## config.mk

```make
export PLATFORM = sky130hd
export DESIGN_NAME = conveng_frame_ctrl_flat
export DESIGN_NICKNAME = d
export VERILOG_FILES = /design/src/rtl/conveng_ctrl_pkg.sv /design/src/rtl/conveng_frame_ctrl_if.sv /design/src/rtl/conveng_watchdog.sv /design/src/rtl/conveng_frame_ctrl.sv /design/src/flat_wrapper.sv
export SDC_FILE = /design/constraint.sdc
export NUM_CORES = 1
export LEC_CHECK = 0
export CAP_MARGIN = 40
export CORE_UTILIZATION = 45
export CTS_CLUSTER_SIZE = 40
export DETAILED_ROUTE_END_ITERATION = 10
export GPL_TIMING_DRIVEN = 0
export PLACE_DENSITY = 0.71
export SLEW_MARGIN = 5
export SYNTH_ARGS = -nofsm -noshare
export SYNTH_HDL_FRONTEND = slang
export SYNTH_SLANG_ARGS = --single-unit
export TNS_END_PERCENT = 30
```

## constraint.sdc

```tcl
create_clock -name clk -period 2.3 [get_ports clk]
set_input_delay 0.46 -clock clk [delete_from_list [all_inputs] [get_ports clk]]
set_output_delay 0.46 -clock clk [all_outputs]
set_load 0.1 [all_outputs]
```

## src/rtl/conveng_ctrl_pkg.sv

```systemverilog
// Shared types and helpers for the convolution-engine frame sequencer.
package conveng_ctrl_pkg;

    // Width of the engine mode code (pattern_* values live in the engine params).
    localparam int modeWidth = 3;

    // Watchdog counter width; wide enough for the largest stall timeout.
    localparam int WDOG_W = 32;

    typedef enum logic [2:0] {
        ST_INIT,
        ST_IDLE,
        ST_RST,
        ST_RUN,
        ST_DONE,
        ST_ABORT
    } state_e;

    // Expected engine output pixels per frame.
    function automatic logic [31:0] frame_size(input int w, input int h);
        return 32'(w * h);
    endfunction

endpackage

```

## src/rtl/conveng_frame_ctrl_if.sv

```systemverilog
// Handshake / data bundle between the frame sequencer, upstream and the engine.
interface conveng_frame_ctrl_if;
    import conveng_ctrl_pkg::*;

    logic                 newFrame;
    logic [modeWidth-1:0] iMode;
    logic                 iValid;
    logic                 iEngValid;
    logic                 iEngDone;
    logic                 oEngReset;
    logic                 oEngValid;
    logic [modeWidth-1:0] oEngMode;
    logic                 oBusy;
    logic                 oFrameDone;
    logic                 oError;
    logic                 oTimeout;
    logic [15:0]          oFrameCnt;
    logic [31:0]          oPixelCnt;

    // Sequencer side.
    modport slave (
        input  newFrame, iMode, iValid, iEngValid, iEngDone,
        output oEngReset, oEngValid, oEngMode, oBusy, oFrameDone,
               oError, oTimeout, oFrameCnt, oPixelCnt
    );

    // Stimulus / system side.
    modport master (
        output newFrame, iMode, iValid, iEngValid, iEngDone,
        input  oEngReset, oEngValid, oEngMode, oBusy, oFrameDone,
               oError, oTimeout, oFrameCnt, oPixelCnt
    );

endinterface

```

## src/rtl/conveng_watchdog.sv

```systemverilog
// Clear/increment counter with a terminal-count flag. The terminal value is
// an input so one instance serves both the reset hold and the stall timeout.
module conveng_watchdog
    import conveng_ctrl_pkg::*;
(
    input  logic              clk,
    input  logic              reset,
    input  logic              clear_i,
    input  logic              inc_i,
    input  logic [WDOG_W-1:0] term_i,
    output logic              tc_o
);

    logic [WDOG_W-1:0] cnt_q, cnt_d;

    // Next count: clear wins over increment.
    always_comb begin
        cnt_d = cnt_q;
        if (clear_i)    cnt_d = '0;
        else if (inc_i) cnt_d = cnt_q + 1'b1;
    end

    // Counter register.
    always_ff @(posedge clk or negedge reset) begin
        if (!reset) cnt_q <= '0;
        else        cnt_q <= cnt_d;
    end

    assign tc_o = (cnt_q == term_i);

endmodule

```

## src/rtl/conveng_frame_ctrl.sv

```systemverilog
// Per-frame sequencer for the convolution engine: engine reset hold, mode
// latch, pixel-valid gating, output pixel count, completion/error/timeout.
// Optional: CONVENG_AUTO_RESTART_EN makes DONE restart the next frame directly.
module conveng_frame_ctrl
    import conveng_ctrl_pkg::*;
#(
    parameter int width         = 1920,
    parameter int height        = 1080,
    parameter int resetCycles   = 16,
    parameter int timeoutCycles = 4194304
) (
    input  logic                 clk,
    input  logic                 reset,
    conveng_frame_ctrl_if.slave  bus
);

    localparam logic [31:0]       FRAME   = frame_size(width, height);
    localparam logic [WDOG_W-1:0] RST_TC  = WDOG_W'(resetCycles - 1);
    localparam logic [WDOG_W-1:0] STALL_TC = WDOG_W'(timeoutCycles - 1);

    state_e               state_q, state_d;
    logic                 pend_q, pend_d;
    logic                 recov_q, recov_d;
    logic [modeWidth-1:0] mode_q, mode_d;
    logic [31:0]          pix_q, pix_d;
    logic [15:0]          fcnt_q, fcnt_d;
    logic                 erst_q, evld_q, evld_d, busy_q;
    logic                 done_q, err_q, err_d, tmo_q;
    logic                 wd_clr, wd_inc, wd_tc;
    logic [WDOG_W-1:0]    wd_term;

    // Shared counter: reset hold in INIT/RST, stall watchdog in RUN.
    assign wd_term = (state_q == ST_RUN) ? STALL_TC : RST_TC;

    conveng_watchdog u_wdog (
        .clk     (clk),
        .reset   (reset),
        .clear_i (wd_clr),
        .inc_i   (wd_inc),
        .term_i  (wd_term),
        .tc_o    (wd_tc)
    );

    // Next state, counters and registered-output values.
    always_comb begin
        state_d = state_q;
        pend_d  = pend_q;
        recov_d = recov_q;
        mode_d  = mode_q;
        pix_d   = pix_q;
        fcnt_d  = fcnt_q;
        evld_d  = 1'b0;
        err_d   = 1'b0;
        wd_clr  = 1'b0;
        wd_inc  = 1'b0;

        // One-deep request queue while busy; ABORT discards requests.
        if (bus.newFrame && state_q != ST_IDLE && state_q != ST_ABORT)
            pend_d = 1'b1;

        case (state_q)
            ST_INIT: begin
                if (wd_tc) begin
                    state_d = ST_IDLE;
                    wd_clr  = 1'b1;
                end else begin
                    wd_inc  = 1'b1;
                end
            end
            ST_IDLE: begin
                wd_clr = 1'b1;
                if (bus.newFrame || pend_q) begin
                    state_d = ST_RST;
                    mode_d  = bus.iMode;
                    pix_d   = '0;
                    pend_d  = 1'b0;
                    recov_d = 1'b0;
                end
            end
            ST_RST: begin
                if (wd_tc) begin
                    // Recovery after an abort only flushes the engine.
                    state_d = recov_q ? ST_IDLE : ST_RUN;
                    recov_d = 1'b0;
                    wd_clr  = 1'b1;
                end else begin
                    wd_inc  = 1'b1;
                end
            end
            ST_RUN: begin
                evld_d = bus.iValid;
                if (bus.iEngValid) pix_d = pix_q + 1'b1;
                if (bus.iEngDone) begin
                    state_d = ST_DONE;
                    fcnt_d  = fcnt_q + 1'b1;
                    err_d   = (pix_d != FRAME);
                    wd_clr  = 1'b1;
                end else if (bus.iEngValid) begin
                    wd_clr  = 1'b1;
                end else if (wd_tc) begin
                    state_d = ST_ABORT;
                    wd_clr  = 1'b1;
                end else begin
                    wd_inc  = 1'b1;
                end
            end
            ST_DONE: begin
                wd_clr = 1'b1;
`ifdef CONVENG_AUTO_RESTART_EN
                state_d = ST_RST;
                mode_d  = bus.iMode;
                pix_d   = '0;
                recov_d = 1'b0;
`else
                state_d = ST_IDLE;
`endif
            end
            ST_ABORT: begin
                wd_clr  = 1'b1;
                state_d = ST_RST;
                recov_d = 1'b1;
                pend_d  = 1'b0;
            end
            default: state_d = ST_INIT;
        endcase
    end

    // State and registered outputs; level outputs follow the next state.
    always_ff @(posedge clk or negedge reset) begin
        if (!reset) begin
            state_q <= ST_INIT;
            pend_q  <= 1'b0;
            recov_q <= 1'b0;
            mode_q  <= '0;
            pix_q   <= '0;
            fcnt_q  <= '0;
            erst_q  <= 1'b1;
            evld_q  <= 1'b0;
            busy_q  <= 1'b1;
            done_q  <= 1'b0;
            err_q   <= 1'b0;
            tmo_q   <= 1'b0;
        end else begin
            state_q <= state_d;
            pend_q  <= pend_d;
            recov_q <= recov_d;
            mode_q  <= mode_d;
            pix_q   <= pix_d;
            fcnt_q  <= fcnt_d;
            erst_q  <= (state_d == ST_INIT) || (state_d == ST_RST);
            evld_q  <= evld_d;
            busy_q  <= (state_d != ST_IDLE);
            done_q  <= (state_d == ST_DONE);
            err_q   <= err_d;
            tmo_q   <= (state_d == ST_ABORT);
        end
    end

    assign bus.oEngReset  = erst_q;
    assign bus.oEngValid  = evld_q;
    assign bus.oEngMode   = mode_q;
    assign bus.oBusy      = busy_q;
    assign bus.oFrameDone = done_q;
    assign bus.oError     = err_q;
    assign bus.oTimeout   = tmo_q;
    assign bus.oFrameCnt  = fcnt_q;
    assign bus.oPixelCnt  = pix_q;

endmodule

```

## src/flat_wrapper.sv

```systemverilog
// flat-port wrapper written by rule: the top's interface ports become plain ports
module conveng_frame_ctrl_flat import conveng_ctrl_pkg::*;
#(
    parameter int width         = 1920,
    parameter int height        = 1080,
    parameter int resetCycles   = 16,
    parameter int timeoutCycles = 4194304
)
  (clk, reset, bus_newFrame, bus_iMode, bus_iValid, bus_iEngValid, bus_iEngDone, bus_oEngReset, bus_oEngValid, bus_oEngMode, bus_oBusy, bus_oFrameDone, bus_oError, bus_oTimeout, bus_oFrameCnt, bus_oPixelCnt);
  conveng_frame_ctrl_if bus_i ();
  input  logic clk;
  input  logic reset;
  input wire logic [$bits(bus_i.newFrame)-1:0] bus_newFrame;
  input wire logic [$bits(bus_i.iMode)-1:0] bus_iMode;
  input wire logic [$bits(bus_i.iValid)-1:0] bus_iValid;
  input wire logic [$bits(bus_i.iEngValid)-1:0] bus_iEngValid;
  input wire logic [$bits(bus_i.iEngDone)-1:0] bus_iEngDone;
  output wire logic [$bits(bus_i.oEngReset)-1:0] bus_oEngReset;
  output wire logic [$bits(bus_i.oEngValid)-1:0] bus_oEngValid;
  output wire logic [$bits(bus_i.oEngMode)-1:0] bus_oEngMode;
  output wire logic [$bits(bus_i.oBusy)-1:0] bus_oBusy;
  output wire logic [$bits(bus_i.oFrameDone)-1:0] bus_oFrameDone;
  output wire logic [$bits(bus_i.oError)-1:0] bus_oError;
  output wire logic [$bits(bus_i.oTimeout)-1:0] bus_oTimeout;
  output wire logic [$bits(bus_i.oFrameCnt)-1:0] bus_oFrameCnt;
  output wire logic [$bits(bus_i.oPixelCnt)-1:0] bus_oPixelCnt;
  assign bus_i.newFrame = bus_newFrame;
  assign bus_i.iMode = bus_iMode;
  assign bus_i.iValid = bus_iValid;
  assign bus_i.iEngValid = bus_iEngValid;
  assign bus_i.iEngDone = bus_iEngDone;
  assign bus_oEngReset = bus_i.oEngReset;
  assign bus_oEngValid = bus_i.oEngValid;
  assign bus_oEngMode = bus_i.oEngMode;
  assign bus_oBusy = bus_i.oBusy;
  assign bus_oFrameDone = bus_i.oFrameDone;
  assign bus_oError = bus_i.oError;
  assign bus_oTimeout = bus_i.oTimeout;
  assign bus_oFrameCnt = bus_i.oFrameCnt;
  assign bus_oPixelCnt = bus_i.oPixelCnt;
  conveng_frame_ctrl #(.width(width), .height(height), .resetCycles(resetCycles), .timeoutCycles(timeoutCycles)) u_core (.clk(clk), .reset(reset), .bus(bus_i));
endmodule
```

==> results_dict.tcl, run 1 <==
set metrics [dict create \
    drv_cap 0 \
    drc 0 \
    yosysTopAreaCellShare 0.441 \
    end_kind "flop" \
    pre_cts_slack_ps -896 \
    ctsHoldBuffers 0 \
    synth.most_common_cell "dfrtp_1" \
    synth_area_leaders "dfrtp_1 44%, nor2_1 5.0%, xor2_1 4.7%, o21ai_0 4.4%, xnor2_1 4.2%" \
    areaGrowthSynthToFinish_pct 51.4 \
    hold_viol 0 \
    antenna_left 0 \
    grt_max_degree 56 \
    fin_crit_sh 1.04 \
    fp.dieW_um 110 \
    start_util 0.471 \
    synth_top_family_by_area "simple AND/OR/NAND/NOR gates" \
    stdcell_area_sq_um 7900 \
    ys_types 58 \
    ys_warn_count 0 \
    syn-cell-area_sq_um 5220 \
    totalNegativeSetupSlack_ps -2210 \
    fp.dieArea_sq_um 12000 \
    worstSetupStartpointType "flop" \
    firstDrtPassIters 5 \
    synth_fa_ha_area_frac 0.00719 \
    cts_root_buf "clkbuf_16" \
    cts_buffers 9 \
    cts.htree.levels 3 \
    clockBufferDepth 2 \
    max_slew_margin 0.565 \
    synth-xor-area-share 0.0889 \
    synth.mux.area_fraction 0.0144 \
    grt_overflow 0 \
    place_area_sq_um 7070 \
    io_pins 66 \
    dp_hpwl_um 10500 \
    synth_top_cell_by_area "dfrtp_1" \
    reg2reg_setup_slack_ps -100 \
    coreArea_sq_um 11100 \
    portBuffers 65 \
    cpPeakStageDelay_ps 530 \
    cp_data_required_time_ps 2530 \
    peakVddDrop_mv 0.759 \
    grt_pass1_vias 4996 \
    outcome "complete, but fails checks" \
    finClkSkew_ps 7.07 \
    violations "setup timing" \
    synth-edff-count 0 \
    synthTopCellsByCount "92 x dfrtp_1, 69 x nor2_1, 46 x o21ai_0" \
    synth_cells 581 \
    fin_nets 755 \
    ys.flop_type "dfrtp_1" \
    power.switching_mw 1.94 \
    leakage_nw 3.30 \
    drive_gt1_frac 0.283 \
    setup_viol 33 \
    track_usage 0.267 \
    hold_class "in2async" \
    clkPwrFrac 0.283 \
    tightestPinTransition_ps 653 \
    power_frac_seq 0.367 \
    synth-simple-area-share 0.271 \
    synth_fp_nets 593 \
    postSynthAreaPerCell_sq_um 8.98 \
    clk_latency_ps 350 \
    vias 5204 \
    rows 38 \
    synth_compound_area_frac 0.130 \
    fin_ws_ps -101 \
    cts_tree "yes" \
    rsz0062_at_grt "true" \
    period_minus_slack_ps 2400 \
    fill_cells 785 \
    cp.arrival_ps 2630 \
    synth-seq-cells 94 \
    synth-seq-area-share 0.451 \
    worstSetupPathType "reg2reg" \
    p_comb_frac 0.350 \
    p_int_mw 3.39 \
    cp_max_fo 5 \
    cts.reportedPaths.clkPinSlew_ps 70 \
    slowest_stage "or4_4" \
    p_sw_frac 0.365 \
    maxSlewViolCount 0 \
    viasPerCell 5.86 \
    max_clock_freq_mhz 416 \
    n_antenna_cell 0 \
    grt_antenna_before_repair 0 \
    place.gp.congestion 0.885 \
    first_iter_violations 469 \
    die_h_um 110 \
    crit_chain "or4_4 > or4_1 > a21o_1 > a21boi_4 > a21oi_4 > buf_6 > buf_8 > a21oi_1" \
    synthArstFlopShare 1.00 \
    grt_pass1_wl_um 24600 \
    wire_per_inst_um 17.5 \
    power.density_nw_per_um2 674 \
    cts_num_sinks 94 \
    wirelength_um 15500 \
]
per-layer routing:
layer  up-vias  routed length, um  global-route usage
li1       2406                  -                   -
met1      2528               6560               0.349
met2       239               7700               0.437
met3        31                934              0.0510
met4         0                310               0.105
met5         -                  0                   0
registers in the layout, summed over array words and instances (netlist names), 3 cells and up:
name                  cells
u_core.bus.oEngMode       3
u_core.bus.oFrameCnt     16
u_core.bus.oPixelCnt     32
u_core.state_q            3
u_core.u_wdog.cnt_q      32
layout by cell type (no fill, tap or decap), drive strengths merged, types with 12 or more instances in the layout:
cell type      netlist  routed
o21ai               46      46
buf                  7      99
nand2               45      45
xnor2               25      25
nand3               41      41
clkbuf              25      29
dfrtp               92      92
nand4               31      31
nor2                69      69
a21oi               20      20
nor3                16      16
clkdlybuf4s50        0      62
xor2                28      28
and3                18      18
inv                 11      12
worst max-delay path, delay by kind of cell (launching register included):
| family | cells | cell delay [ps] |
|---|---|---|
| compound gates | 4 | 570 |
| buf+inv | 2 | 310 |
| flops | 1 | 380 |
| simple gates | 2 | 1030 |
power groups by stage:
stage          Clock, mW  Sequential [mW]  Combinational, mW
3_5_place_dp           0             1.98               1.61
3_3_place_gp           0             1.97               1.31
5_1_grt             1.61             1.97               1.96
4_1_cts             1.55             1.95               1.68
2_1_floorplan          0             2.45              0.481
6_report            1.51             1.96               1.87
path summary, 6_finish.rpt:
path	from	to	cells after the start
setup / recovery	u_core.u_wdog.cnt_q[19]$_DFFE_PN0P_	u_core.u_wdog.cnt_q[23]$_DFFE_PN0P_	8
hold / removal	reset	u_core.bus.oFrameCnt[6]$_DFFE_PN0P_	1
setup reg to reg	u_core.u_wdog.cnt_q[19]$_DFFE_PN0P_	u_core.u_wdog.cnt_q[23]$_DFFE_PN0P_	8
hold reg to reg	u_core.bus.oFrameCnt[15]$_DFFE_PN0P_	u_core.bus.oFrameCnt[15]$_DFFE_PN0P_	1
max in group asynchronous	reset	u_core.bus.oEngReset$_DFF_PN1_	2
min in group clk	u_core.bus.oFrameCnt[15]$_DFFE_PN0P_	u_core.bus.oFrameCnt[15]$_DFFE_PN0P_	1
repair_timing:
item | 4_1_cts | 5_1_grt
endpoints found under the setup margin | 65 | 66
pin swaps | 8 | 32
setup buffers | 17 | 12
cloned | 3 | 0
resized for setup | 25 | 67
per-stage QoR:
step / cells / total power [mW] / util / hold WS [ps]
floorplan: 581 / 2.93 / - / 164
global placement: 786 / 3.28 / 0.556 / 462
detailed placement: 845 / 3.59 / 0.638 / 482
CTS: 878 / 5.18 / 0.684 / 109
global route: 888 / 5.54 / 0.713 / 130
finish: 888 / 5.33 / 0.713 / 93.1
final cells by class:
cell class / instances / area, sq um / area share
multi-input cells: 444 / 2960 / 0.374
flip-flops and latches: 94 / 2410 / 0.306
repair buffers: 156 / 1830 / 0.232
clock buffers: 9 / 225 / 0.0285
plain buffers: 27 / 181 / 0.0230
well taps: 140 / 175 / 0.0222
clock inverters: 7 / 73.8 / 0.00934
inverters: 11 / 41.3 / 0.00522
logic make-up after synthesis:
| family | count (synthesis) |
|---|---|
| adders and majority gates | 3 |
| muxes | 7 |
| buffers and inverters | 43 |
| xor gates and xnor gates | 53 |
| and+or+nand+nor | 271 |
| DFF | 94 |
| AOI/OAI and AO/OA | 110 |
Note: power is estimated with default switching activity, not from simulation.
==> run 2, diff against run 1 <==
--- a/config.mk
+++ b/config.mk
@@ -6,11 +6,11 @@
 export NUM_CORES = 1
 export LEC_CHECK = 0
 export CAP_MARGIN = 40
-export CORE_UTILIZATION = 45
+export CORE_UTILIZATION = 30
 export CTS_CLUSTER_SIZE = 40
 export DETAILED_ROUTE_END_ITERATION = 10
 export GPL_TIMING_DRIVEN = 0
-export PLACE_DENSITY = 0.71
+export PLACE_DENSITY = 0.51
 export SLEW_MARGIN = 5
 export SYNTH_ARGS = -nofsm -noshare
 export SYNTH_HDL_FRONTEND = slang
==> run 2 against run 1 <==
  * The run still ends with setup timing left
  * Maximum frequency rose by 0.99%
  * Combinational power is 7% lower
  * Clock power about the same
  * Via count decreased by 3.0%
  * Critical path depth did not move
  * Sequential power is essentially flat
  * Sequential cell count unchanged
==> results_dict.tcl, run 2 (synthesis gave the netlist of run 1 again) <==
set metrics [dict create \
    outcome "complete, but fails checks" \
    violations "setup timing" \
    maxSlewViolCount 0 \
    clk_latency_ps 350 \
    rows 47 \
    max_slew_margin 0.527 \
    first_iter_violations 449 \
    power_frac_seq 0.377 \
    areaGrowthSynthToFinish_pct 51.0 \
    drv_cap 0 \
    tightestPinTransition_ps 710 \
    grt_antenna_before_repair 0 \
    cts_buffers 9 \
    grt_overflow 0 \
    cts.reportedPaths.clkPinSlew_ps 70 \
    max_clock_freq_mhz 421 \
    fill_cells 1563 \
    cts_tree "yes" \
    firstDrtPassIters 5 \
    place_area_sq_um 7170 \
    cts.htree.levels 3 \
    grt_pass1_wl_um 24800 \
    clockBufferDepth 2 \
    layout_common_cells "67 x dfrtp_1, 62 x clkdlybuf4s50_1, 57 x buf_8" \
    path_common_cell "buf_6" \
    ctsHoldBuffers 0 \
    grt_pass1_vias 4802 \
    vias 5049 \
    antenna_left 0 \
    coreArea_sq_um 16800 \
    finalPower_mw 5.18 \
    startpoint "u_core.u_wdog.cnt_q[20]$_DFFE_PN0P_" \
    rsz0062_at_grt "true" \
    r2r-start "u_core.u_wdog.cnt_q[20]$_DFFE_PN0P_" \
    leakage_nw 3.28 \
    drive_gt1_frac 0.270 \
    crit_buf_inv 2 \
    portBuffers 65 \
    hold_class "in2async" \
    cpPeakStageDelay_ps 540 \
    cts_root_buf "clkbuf_16" \
    finClkSkew_ps 9.77 \
    cp_data_required_time_ps 2530 \
    start_util 0.311 \
    hold_viol 0 \
    wirelength_um 15200 \
    io_pins 66 \
    p_int_mw 3.33 \
    worstSetupPathType "reg2reg" \
    crit_chain "or4_4 > or4_1 > a21o_1 > a21boi_4 > a21oi_4 > buf_6 > buf_6 > nor2_1" \
    cp_top_family "simple AND/OR/NAND/NOR gates" \
    worstSetupStartpointType "flop" \
    p_comb_frac 0.335 \
    power.switching_mw 1.85 \
    stdcell_area_sq_um 7880 \
    grt_max_degree 53 \
    fin_ws_ps -77.6 \
    fin_crit_sh 1.03 \
    cp_max_fo 5 \
    die_h_um 134 \
    n_antenna_cell 0 \
    period_minus_slack_ps 2380 \
    final_common_cell "dfrtp_1" \
    setup_viol 18 \
    peakVddDrop_mv 0.473 \
    power.density_nw_per_um2 657 \
    fp.dieArea_sq_um 17900 \
    cp.arrival_ps 2610 \
    slowest_stage "or4_4" \
    cp.depth 8 \
    end_kind "flop" \
    track_usage 0.174 \
    worst-r2r-cell-count 8 \
    clkPwrFrac 0.289 \
    dp_hpwl_um 10500 \
    fin_nets 754 \
    fp.dieW_um 134 \
    drc 0 \
    place.gp.congestion 0.865 \
    viasPerCell 5.22 \
    wire_per_inst_um 15.7 \
    p_sw_frac 0.357 \
    cts_num_sinks 94 \
]
## run 2: cell types whose count changed in the layout (fill, tap and decap cells not counted), moves of 4 or more
cell,previous run,this run
xor2_2,6,1
xor2_1,22,27
buf_6,9,5
buf_2,0,6
## run 2: power by group through the flow
stage / Clock, mW / Sequential, mW / Combinational [mW]
floorplan: 0 / 2.45 / 0.481
global placement: 0 / 1.98 / 1.32
detailed placement: 0 / 1.98 / 1.58
CTS: 1.54 / 1.95 / 1.70
global route: 1.60 / 1.97 / 1.85
finish: 1.50 / 1.95 / 1.73
## run 2: final timing paths
| check | end | slack (ps) |
|---|---|---|
| setup reg to reg | u_core.u_wdog.cnt_q[22]$_DFFE_PN0P_ | -80 |
| hold reg to reg | u_core.bus.oFrameCnt[15]$_DFFE_PN0P_ | 470 |
| max in group asynchronous | u_core.bus.oEngReset$_DFF_PN1_ | 1410 |
| min in group clk | u_core.bus.oFrameCnt[15]$_DFFE_PN0P_ | 470 |
| setup / recovery | u_core.u_wdog.cnt_q[22]$_DFFE_PN0P_ | -80 |
| hold / removal | u_core.bus.oFrameCnt[7]$_DFFE_PN0P_ | 160 |
## run 2: stage by stage
step / worst slack [ps] / TNS [ps] / util / instances / hold WS (ps)
3_3_place_gp: -3510 / -297840 / 0.373 / 866 / 463
4_1_cts: -92.5 / -1560 / 0.460 / 960 / 180
2_1_floorplan: -171 / -263 / - / 581 / 164
5_1_grt: -152 / -3520 / 0.470 / 967 / 222
3_5_place_dp: -882 / -20630 / 0.428 / 925 / 466
6_report: -77.6 / -1180 / 0.470 / 967 / 163
## run 2: final cells by class
cell class / instances / area [sq um] / area share
plain buffers: 27 / 168 / 0.0213
repair buffers: 155 / 1800 / 0.229
multi-input cells: 444 / 2890 / 0.366
well taps: 220 / 275 / 0.0349
clock buffers: 11 / 233 / 0.0295
clock inverters: 5 / 60.1 / 0.00762
inverters: 11 / 41.3 / 0.00524
flip-flops and latches: 94 / 2420 / 0.306
## run 2: per-layer routing
metal  GRT usage  part of all wire
met5           0                 0
met4      0.0676             0.020
met3      0.0193             0.044
met2       0.275              0.48
met1       0.244              0.46
## run 2: timing repair
action                                  in CTS  in global routing
pin swaps                                   20                 16
buffers inserted                            19                 10
cloned                                       2                  0
endpoints found under the setup margin      59                 68
gates resized for setup                     31                 45
## run 2: worst register-to-register path, delay by kind of cell (launching register included)
| family | cells | cell delay [ps] |
|---|---|---|
| AOI/OAI and AO/OA | 3 | 580 |
| buffers and inverters | 2 | 290 |
| DFF | 1 | 400 |
| and+or+nand+nor | 3 | 1000 |
==> run 3, diff against run 2 <==
--- a/config.mk
+++ b/config.mk
@@ -10,6 +10,7 @@
 export CTS_CLUSTER_SIZE = 40
 export DETAILED_ROUTE_END_ITERATION = 10
 export GPL_TIMING_DRIVEN = 0
+export MAX_ROUTING_LAYER = met4
 export PLACE_DENSITY = 0.51
 export SLEW_MARGIN = 5
 export SYNTH_ARGS = -nofsm -noshare
==> run 3 against run 2 <==
  * The flow now finishes without violations
  * Clock skew down 0.70 ps
  * Combinational power down 2%
  * Sequential power about the same
  * Highest routed layer unchanged
  * Non-clock buffer count up 3
  * Routed wire length up 0.42%
==> results_dict.tcl, run 3 (synthesis gave the netlist of run 1 again) <==
set metrics [dict create \
    die_h_um 134 \
    reg2reg_setup_slack_ps 0.4 \
    firstDrtPassIters 7 \
    track_usage 0.181 \
    cts.htree.levels 3 \
    cpPeakStageDelay_ps 480 \
    cp_data_required_time_ps 2530 \
    coreArea_sq_um 16800 \
    first_iter_violations 378 \
    peakVddDrop_mv 0.422 \
    drive_gt1_frac 0.264 \
    grt_overflow 0 \
    antenna_left 0 \
    hold_class "in2async" \
    cp_top_family "simple AND/OR/NAND/NOR gates" \
    seqCellArea_sq_um 2410 \
    grt_max_degree 58 \
    areaGrowthSynthToFinish_pct 50.4 \
    clk_latency_ps 350 \
    fp.dieArea_sq_um 17900 \
    dp_hpwl_um 10500 \
    outcome "complete, no violations" \
    place.gp.congestion 0.866 \
    io_pins 66 \
    max_slew_margin 0.491 \
    grt_pass1_wl_um 25100 \
    wirelength_um 15200 \
    start_util 0.311 \
    leakage_nw 3.29 \
    worstSetupPathType "reg2reg" \
    drv_cap 0 \
    cts.reportedPaths.clkPinSlew_ps 70 \
    reg2reg_to "u_core.bus.oError$_DFF_PN0_" \
    hold_viol 0 \
    maxSlewViolCount 0 \
    multi_input_area_sq_um 2840 \
    drc 0 \
    fill_cells 1565 \
    portBuffers 65 \
    max_clock_freq_mhz 435 \
    rsz0062_at_grt "true" \
    period_minus_slack_ps 2300 \
    cp.arrival_ps 2530 \
    p_sw_frac 0.366 \
    p_comb_frac 0.332 \
    fin_nets 757 \
    tightestPinTransition_ps 764 \
    pre_cts_slack_ps -867 \
    slowest_stage "dfrtp_4" \
    worst-r2r-cell-count 9 \
    crit_chain "ha_4 > and4_2 > nand4_1 > buf_6 > nor2_4 > a31oi_1 > nor4_2 > o211ai_1 > o21a_1" \
    viasPerCell 5.24 \
    fp.dieW_um 134 \
    wire_per_inst_um 15.7 \
    clockBufferDepth 2 \
    ctsHoldBuffers 0 \
    finClkSkew_ps 9.07 \
    power.switching_mw 1.86 \
    cp_max_fo 8 \
    worstSetupStartpointType "flop" \
    clkPwrFrac 0.286 \
    power.density_nw_per_um2 648 \
    crit_buf_inv 1 \
    cts_buffers 9 \
    rows 47 \
    cts_root_buf "clkbuf_16" \
    vias 5083 \
    totalNegativeSetupSlack_ps 0 \
    grt_pass1_vias 4792 \
    cts_tree "yes" \
    end_kind "flop" \
    power_frac_seq 0.383 \
    n_antenna_cell 0 \
    fin_ws_ps 0.448 \
    layout_common_cells "68 x dfrtp_1, 65 x nor2_1, 62 x clkdlybuf4s50_1" \
    grt_antenna_before_repair 0 \
    r2r-start "u_core.bus.oPixelCnt[0]$_DFFE_PN0P_" \
    final_common_cell "dfrtp_1" \
    p_int_mw 3.22 \
    setup_viol 0 \
    cts_num_sinks 94 \
    fin_crit_sh 1.00 \
]
-- run 3: changes by cell type in the layout (fill, tap and decap cells not counted), sizes merged --
| cell | change |
|---|---|
| bufinv | -1 |
| clkinvlp | +1 |
| buf | +2 |
| inv | +1 |
-- run 3: layout make-up --
type	instances	area share
clock inverters	6	0.00542
repair buffers	160	0.235
flip-flops and latches	94	0.308
inverters	11	0.00526
multi-input cells	444	0.362
well taps	220	0.0351
clock buffers	10	0.0304
plain buffers	25	0.0193
-- run 3: worst max-delay path by stage --
stage	from	cells after the start	slack [ps]	endpoint
finish	u_core.bus.oPixelCnt[0]$_DFFE_PN0P_	9	0.4	u_core.bus.oError$_DFF_PN0_
CTS	u_core.bus.oPixelCnt[10]$_DFFE_PN0P_	9	-40	u_core.bus.oError$_DFF_PN0_
global placement	reset	1	-3530	u_core.bus.oPixelCnt[19]$_DFFE_PN0P_
detailed placement	bus_iEngValid	9	-870	u_core.bus.oError$_DFF_PN0_
global route	u_core.bus.oPixelCnt[10]$_DFFE_PN0P_	9	-100	u_core.bus.oError$_DFF_PN0_
floorplan	u_core.bus.oPixelCnt[10]$_DFFE_PN0P_	8	-170	u_core.bus.oError$_DFF_PN0_
-- run 3: layer usage --
layer | GRT usage | part of all wire | up-vias
li1 | - | - | 2418
met4 | 0.0676 | 0.018 | 0
met3 | 0.0200 | 0.041 | 20
met2 | 0.277 | 0.48 | 158
met5 | - | 0 | -
met1 | 0.247 | 0.47 | 2487
-- run 3: power groups by stage --
stage / sequential [mW] / clock [mW] / combinational [mW]
after floorplan: 2.45 / 0 / 0.481
after global placement: 1.98 / 0 / 1.32
after detailed placement: 1.98 / 0 / 1.58
after CTS: 1.95 / 1.49 / 1.65
after global routing: 1.97 / 1.54 / 1.79
final: 1.95 / 1.45 / 1.69
-- run 3: metrics by stage --
stage / power [mW] / utilization / cell area, sq um / hold slack, ps / cells
after global placement: 3.30 / 0.373 / 6250 / 463 / 866
after detailed placement: 3.56 / 0.427 / 7160 / 482 / 925
final: 5.09 / 0.468 / 7850 / 180 / 970
after floorplan: 2.93 / - / 5330 / 164 / 581
after CTS: 5.09 / 0.455 / 7630 / 208 / 955
after global routing: 5.30 / 0.468 / 7850 / 251 / 970
-- run 3: repair_timing --
| action | CTS | global route |
|---|---|---|
| gates cloned | 2 | 0 |
| resized for setup | 24 | 39 |
| pin swaps | 13 | 15 |
| buffers inserted | 14 | 20 |
| endpoints found under the setup margin | 62 | 64 |
==> variant 1 (settings of run 3) <==
Add a define of `CONVENG_AUTO_RESTART_EN`.
--- a/src/rtl/conveng_frame_ctrl.sv
+++ b/src/rtl/conveng_frame_ctrl.sv
@@ -2,4 +2,6 @@
 // latch, pixel-valid gating, output pixel count, completion/error/timeout.
 // Optional: CONVENG_AUTO_RESTART_EN makes DONE restart the next frame directly.
+`define CONVENG_AUTO_RESTART_EN
+
 module conveng_frame_ctrl
     import conveng_ctrl_pkg::*;
Check against the original RTL: no difference found for any inputs over 10 cycles, from zero or initial values and one cycle with reset low; that may be too few to reach the edited logic, so the function may still have changed.
==> variant 1 against run 3 <==
Die area up 0.52%; clock skew fell by 0.0030 ns; routed wire length grew 3.3%; highest routed layer unchanged; the run now ends with setup timing left; worst setup slack got worse by 0.41 ns; total power is 17% higher; synthesized area grew 0.53%; cell area is 1.6% higher; synthesized cell count up 0.52%; sequential cell count unchanged.
==> variant 1: results (changes against run 3) <==
synth_nets: 596  # was 593
cts_root_buf: "clkbuf_16"  # unchanged
grt_max_degree: 64  # was 58
drt_first_pass_iters: 7  # unchanged
fillers: 1585  # was 1565
track_usage_pct: 18.5  # was 18.1%
grt_pass1_wl_um: 25600  # was 25100 µm
violations: "setup timing"
synthXorXnorAreaFrac_pct: 9.16  # was 8.89%
setup_viol: 1  # was 0
slew_headroom_pct: 56.4  # was 49.1%
nets: 766  # was 757
r2r-end: "u_core.bus.oError"  # unchanged
muxShareOfSynthArea_pct: 1.03  # was 1.44%
async_flop_share_pct: 100  # unchanged
p_leak_uw: 0.00338  # was 0.00329 µW
cts.clk_slew.worst_paths_ns: 0.06
ff2ff_path_depth: 8  # was 9
dp_hpwl_um: 10700  # was 10500 µm
outcome: "complete, but fails checks"  # was complete, no violations
fin_skew_ns: 0.00611  # was 0.00907 ns
htree_levels: 3  # unchanged
seq_area_frac_synth_pct: 44.9  # was 45.1%
yosysWarningCount: 0  # unchanged
clockBufferDepth: 2  # unchanged
synth_fa_ha_area_share_pct: 0.715  # was 0.719%
holdWs_ns: 0.0575  # was 0.180 ns
layout-drive-gt1-share_pct: 28.5  # was 26.4%
ys_top_cells_by_area: "dfrtp_1, nor2_1, xor2_1, o21ai_0, xnor2_1"  # unchanged
max-vdd-ir-drop_uv: 787  # was 422 µV
n_antenna_cell: 0  # unchanged
cp.arrival_ns: 2.93  # was 2.53 ns
yosysUniqueCellTypes: 61  # was 58
synth_compound_area_share_pct: 12.1  # was 13.0%
crit_fanout: 7  # was 8
antenna_found_initial: 0  # unchanged
routedWlPerCell_um: 16.1  # was 15.7 µm
num_vias: 5107  # was 5083
port-buffer-count: 65  # unchanged
drt_iter0_drc: 348  # was 378
setup_ws_ns: -0.411  # was 0.000448 ns
place_congestion: 0.831  # was 0.866
clk_latency_ns: 0.35  # about the same
ys_top_cells_by_count: "dfrtp_1, nor2_1, o21ai_0"  # unchanged
cts_made_buffers: 9  # unchanged
holdCritPathClass: "in2async"  # unchanged
rr_startpoint: "u_core.bus.oPixelCnt[3]"  # was u_core.bus.oPixelCnt[0]
## variant 1: critical path: stages, from the launching register on
cell and delay [ns]:
dfrtp_4 0.42, nand3_4 0.12, buf_6 0.14, or4_4 0.55
nor4_4 0.35, xor2_1 0.11, or4_4 0.44, a2111oi_4 0.32
a31oi_1 0.14
## variant 1: layer usage
metal  track usage (%)  wire length (µm)
met2              30.8              8020
met5                 -                 0
met1              22.9              7040
met3              2.23               418
met4              7.12               245
## variant 1: power by group
group	total [µW]	leakage (µW)	switching, µW	internal (µW)
sequential	1970	0.00122	150	1820
clock	1400	0.000131	634	762
combinational	2600	0.00203	1660	937
## variant 1: logic make-up after synthesis
family	Yosys count
muxes	5
adders and majority gates	3
AOI/OAI and AO/OA	109
buffers and inverters	38
and+or+nand+nor	281
DFF	94
xor gates and xnor gates	54
## variant 1: cell type report
| type | count | area (µm²) | area share [%] |
|---|---|---|---|
| clock buffers | 14 | 254 | 3.18 |
| plain buffers | 23 | 144 | 1.80 |
| well taps | 220 | 275 | 3.45 |
| repair buffers | 165 | 1860 | 23.3 |
| clock inverters | 2 | 10.0 | 0.125 |
| flip-flops and latches | 94 | 2420 | 30.4 |
| multi-input cells | 452 | 2980 | 37.3 |
| inverters | 9 | 33.8 | 0.423 |
## variant 1: worst max-delay path by stage
| stage | depth (start not counted) | from | to | slack [ns] |
|---|---|---|---|---|
| final | 8 | u_core.bus.oPixelCnt[3] | u_core.bus.oError | -0.41 |
| after global placement | 1 | reset | u_core.bus.oPixelCnt[4] | -3.61 |
| after floorplan | 8 | u_core.bus.oPixelCnt[2] | u_core.bus.oError | -0.48 |
| after global routing | 8 | u_core.bus.oPixelCnt[2] | u_core.bus.oError | -0.49 |
| after detailed placement | 8 | bus_iEngValid | u_core.bus.oError | -1.25 |
| after CTS | 7 | u_core.bus.oPixelCnt[0] | u_core.bus.oError | -0.39 |
## variant 1: stage by stage
step	cell area [µm²]	utilization, %	instances	TNS, ns	worst slack [ns]
floorplan	5340	-	584	-1.07	-0.482
global placement	6270	37.3	869	-322.81	-3.61
detailed placement	7160	42.6	927	-39.33	-1.25
CTS	7710	45.8	962	-1.03	-0.393
global route	7980	47.4	979	-1.07	-0.492
finish	7980	47.4	979	-0.411	-0.411
## variant 1: what timing repair did
action                                  4_1_cts  5_1_grt
hold buffers                                  0        0
endpoints found under the setup margin       69       62
cloned                                        0        0
gates resized for setup                      42       44
pin swaps                                    10        8
setup buffers                                25       17
==> variant 2 (flow settings as in run 3) <==
Made on the original files. Encoding of `state_e`: now one-hot (6 bits for 6 states).
--- a/src/rtl/conveng_ctrl_pkg.sv
+++ b/src/rtl/conveng_ctrl_pkg.sv
@@ -8,11 +8,11 @@
     localparam int WDOG_W = 32;
 
-    typedef enum logic [2:0] {
-        ST_INIT,
-        ST_IDLE,
-        ST_RST,
-        ST_RUN,
-        ST_DONE,
-        ST_ABORT
+    typedef enum logic [5:0] {
+        ST_INIT  = 6'b000001,
+        ST_IDLE  = 6'b000010,
+        ST_RST   = 6'b000100,
+        ST_RUN   = 6'b001000,
+        ST_DONE  = 6'b010000,
+        ST_ABORT = 6'b100000
     } state_e;
 
Function: no difference found for any inputs over 10 cycles, from zero or initial values and one cycle with reset low; not proved beyond that.
==> variant 2 against run 3 <==
The flow now finishes with violations (setup timing); die area grew 2.4%; count of clock-buffer cells in the layout grew 2; routed wire length grew 7.5%; total power grew 3.2%; sequential cell count grew 3; cell area grew 11%; synthesized area grew 2.4%; first-iteration DRC count shrank 20%; combinational power shrank 12%; worst setup slack lost 0.57 ns; critical endpoint is now u_core.u_wdog.cnt_q[21].
==> variant 2: results (changes against run 3) <==
outcome: "complete, but fails checks"  # was complete, no violations
violations: "setup timing"
holdWs_ns: 0.0495  # was 0.180 ns
syn_avg_cell_area_um2: 8.91  # was 8.98 µm²
cp-endpoint: "u_core.u_wdog.cnt_q[21]"  # was u_core.bus.oError
nets: 795  # was 757
ys_top_cells_by_count: "dfrtp_1, nor2_1, nand2_1"  # was dfrtp_1, nor2_1, o21ai_0
ff2ff_path_depth: 7  # was 9
layout-drive-gt1-share_pct: 33.5  # was 26.4%
crit_fanout: 6  # was 8
max-vdd-ir-drop_uv: 646  # was 422 µV
fillers: 1558  # was 1565
setup_tns_ns: -17.94  # was 0 ns
nClkBuffers: 12  # was 10
grt_pass1_vias: 4904  # was 4792
crit_slowest_cell: "or4b_4"  # was dfrtp_4
routedWlPerCell_um: 16.2  # was 15.7 µm
place_ws_ns: -1.27  # was -0.867 ns
cpPeakStageDelay_ns: 0.55  # was 0.48 ns
start_util_pct: 30.8  # was 31.1%
placedInstanceArea_mm2: 0.00736  # was 0.00716 mm²
startpoint: "u_core.state_q[4]"  # was u_core.bus.oPixelCnt[0]
switchingPower_uw: 1670  # was 1860 µW
synth_nets: 612  # was 593
worstMarginPinSlew_ns: 0.584  # was 0.764 ns
post_cts_resized: 59  # was 24
n_all_buffers: 201  # was 185
dp_hpwl_um: 10700  # was 10500 µm
place_congestion: 0.904  # was 0.866
placed_cells: 948  # was 925
inverters_excl_clock: 14  # was 11
drt_first_pass_iters: 4  # was 7
buf_share_pct: 26.0  # was 25.4%
track_usage_pct: 18.3  # was 18.1%
multi_input_area_mm2: 0.00327  # was 0.00284 mm²
setup_viol: 44  # was 0
seq-cell-share_pct: 28.6  # was 30.8%
utilization_pct: 50.3  # was 46.8%
route.met2.wl_um: 8060  # was 7230 µm
met1_length_um: 7420  # was 7110 µm
yosysUniqueCellTypes: 57  # was 58
grt_pass1_wl_um: 25300  # was 25100 µm
fin_skew_ns: 0.00990  # was 0.00907 ns
instances_no_fill: 1013  # was 970
num_vias: 5251  # was 5083
multi_input_area_share_pct: 37.4  # was 36.2%
global_route.usage.met3_pct: 4.23  # was 2.00%
route.met3.wl_um: 599  # was 617 µm
setup_ws_ns: -0.568  # was 0.000448 ns
multi_input_cells: 460  # was 444
clock_area_share_pct: 4.07  # was 3.59%
synth_seq_cells: 97  # was 94
seq_area_frac_synth_pct: 45.5  # was 45.1%
drt_iter0_drc: 303  # was 378
cts_root_buf: "clkbuf_16"  # unchanged
post_cts_buffers: 17  # was 14
met2_usage_pct: 28.9  # was 27.7%
[variant 2: power groups by stage]
stage / combinational [µW] / sequential [µW] / clock [µW]
finish: 1490 / 1960 / 1800
detailed placement: 1150 / 1970 / 0
global placement: 990 / 1970 / 0
CTS: 1270 / 1950 / 1840
floorplan: 435 / 2260 / 0
global route: 1580 / 1970 / 1900
[variant 2: cell families after synthesis]
| family | Yosys count | share of synthesized area [%] |
|---|---|---|
| flip-flops | 97 | 45.5 |
| multiplexers | 4 | 0.772 |
| buffers and inverters | 43 | 3.60 |
| adder cells (fa/ha/maj) | 3 | 0.702 |
| XOR/XNOR | 57 | 9.34 |
| AND/OR/NAND/NOR | 290 | 28.0 |
| AO/OA/AOI/OAI | 106 | 12.1 |
[variant 2: worst register-to-register path, stage by stage (launching register included)]
cell and delay [ns]:
dfrtp_1 0.37, buf_6 0.13, or4b_4 0.55, or4b_4 0.51, and3_4 0.21, or4_4 0.53, or3_1 0.36, a21oi_1 0.14
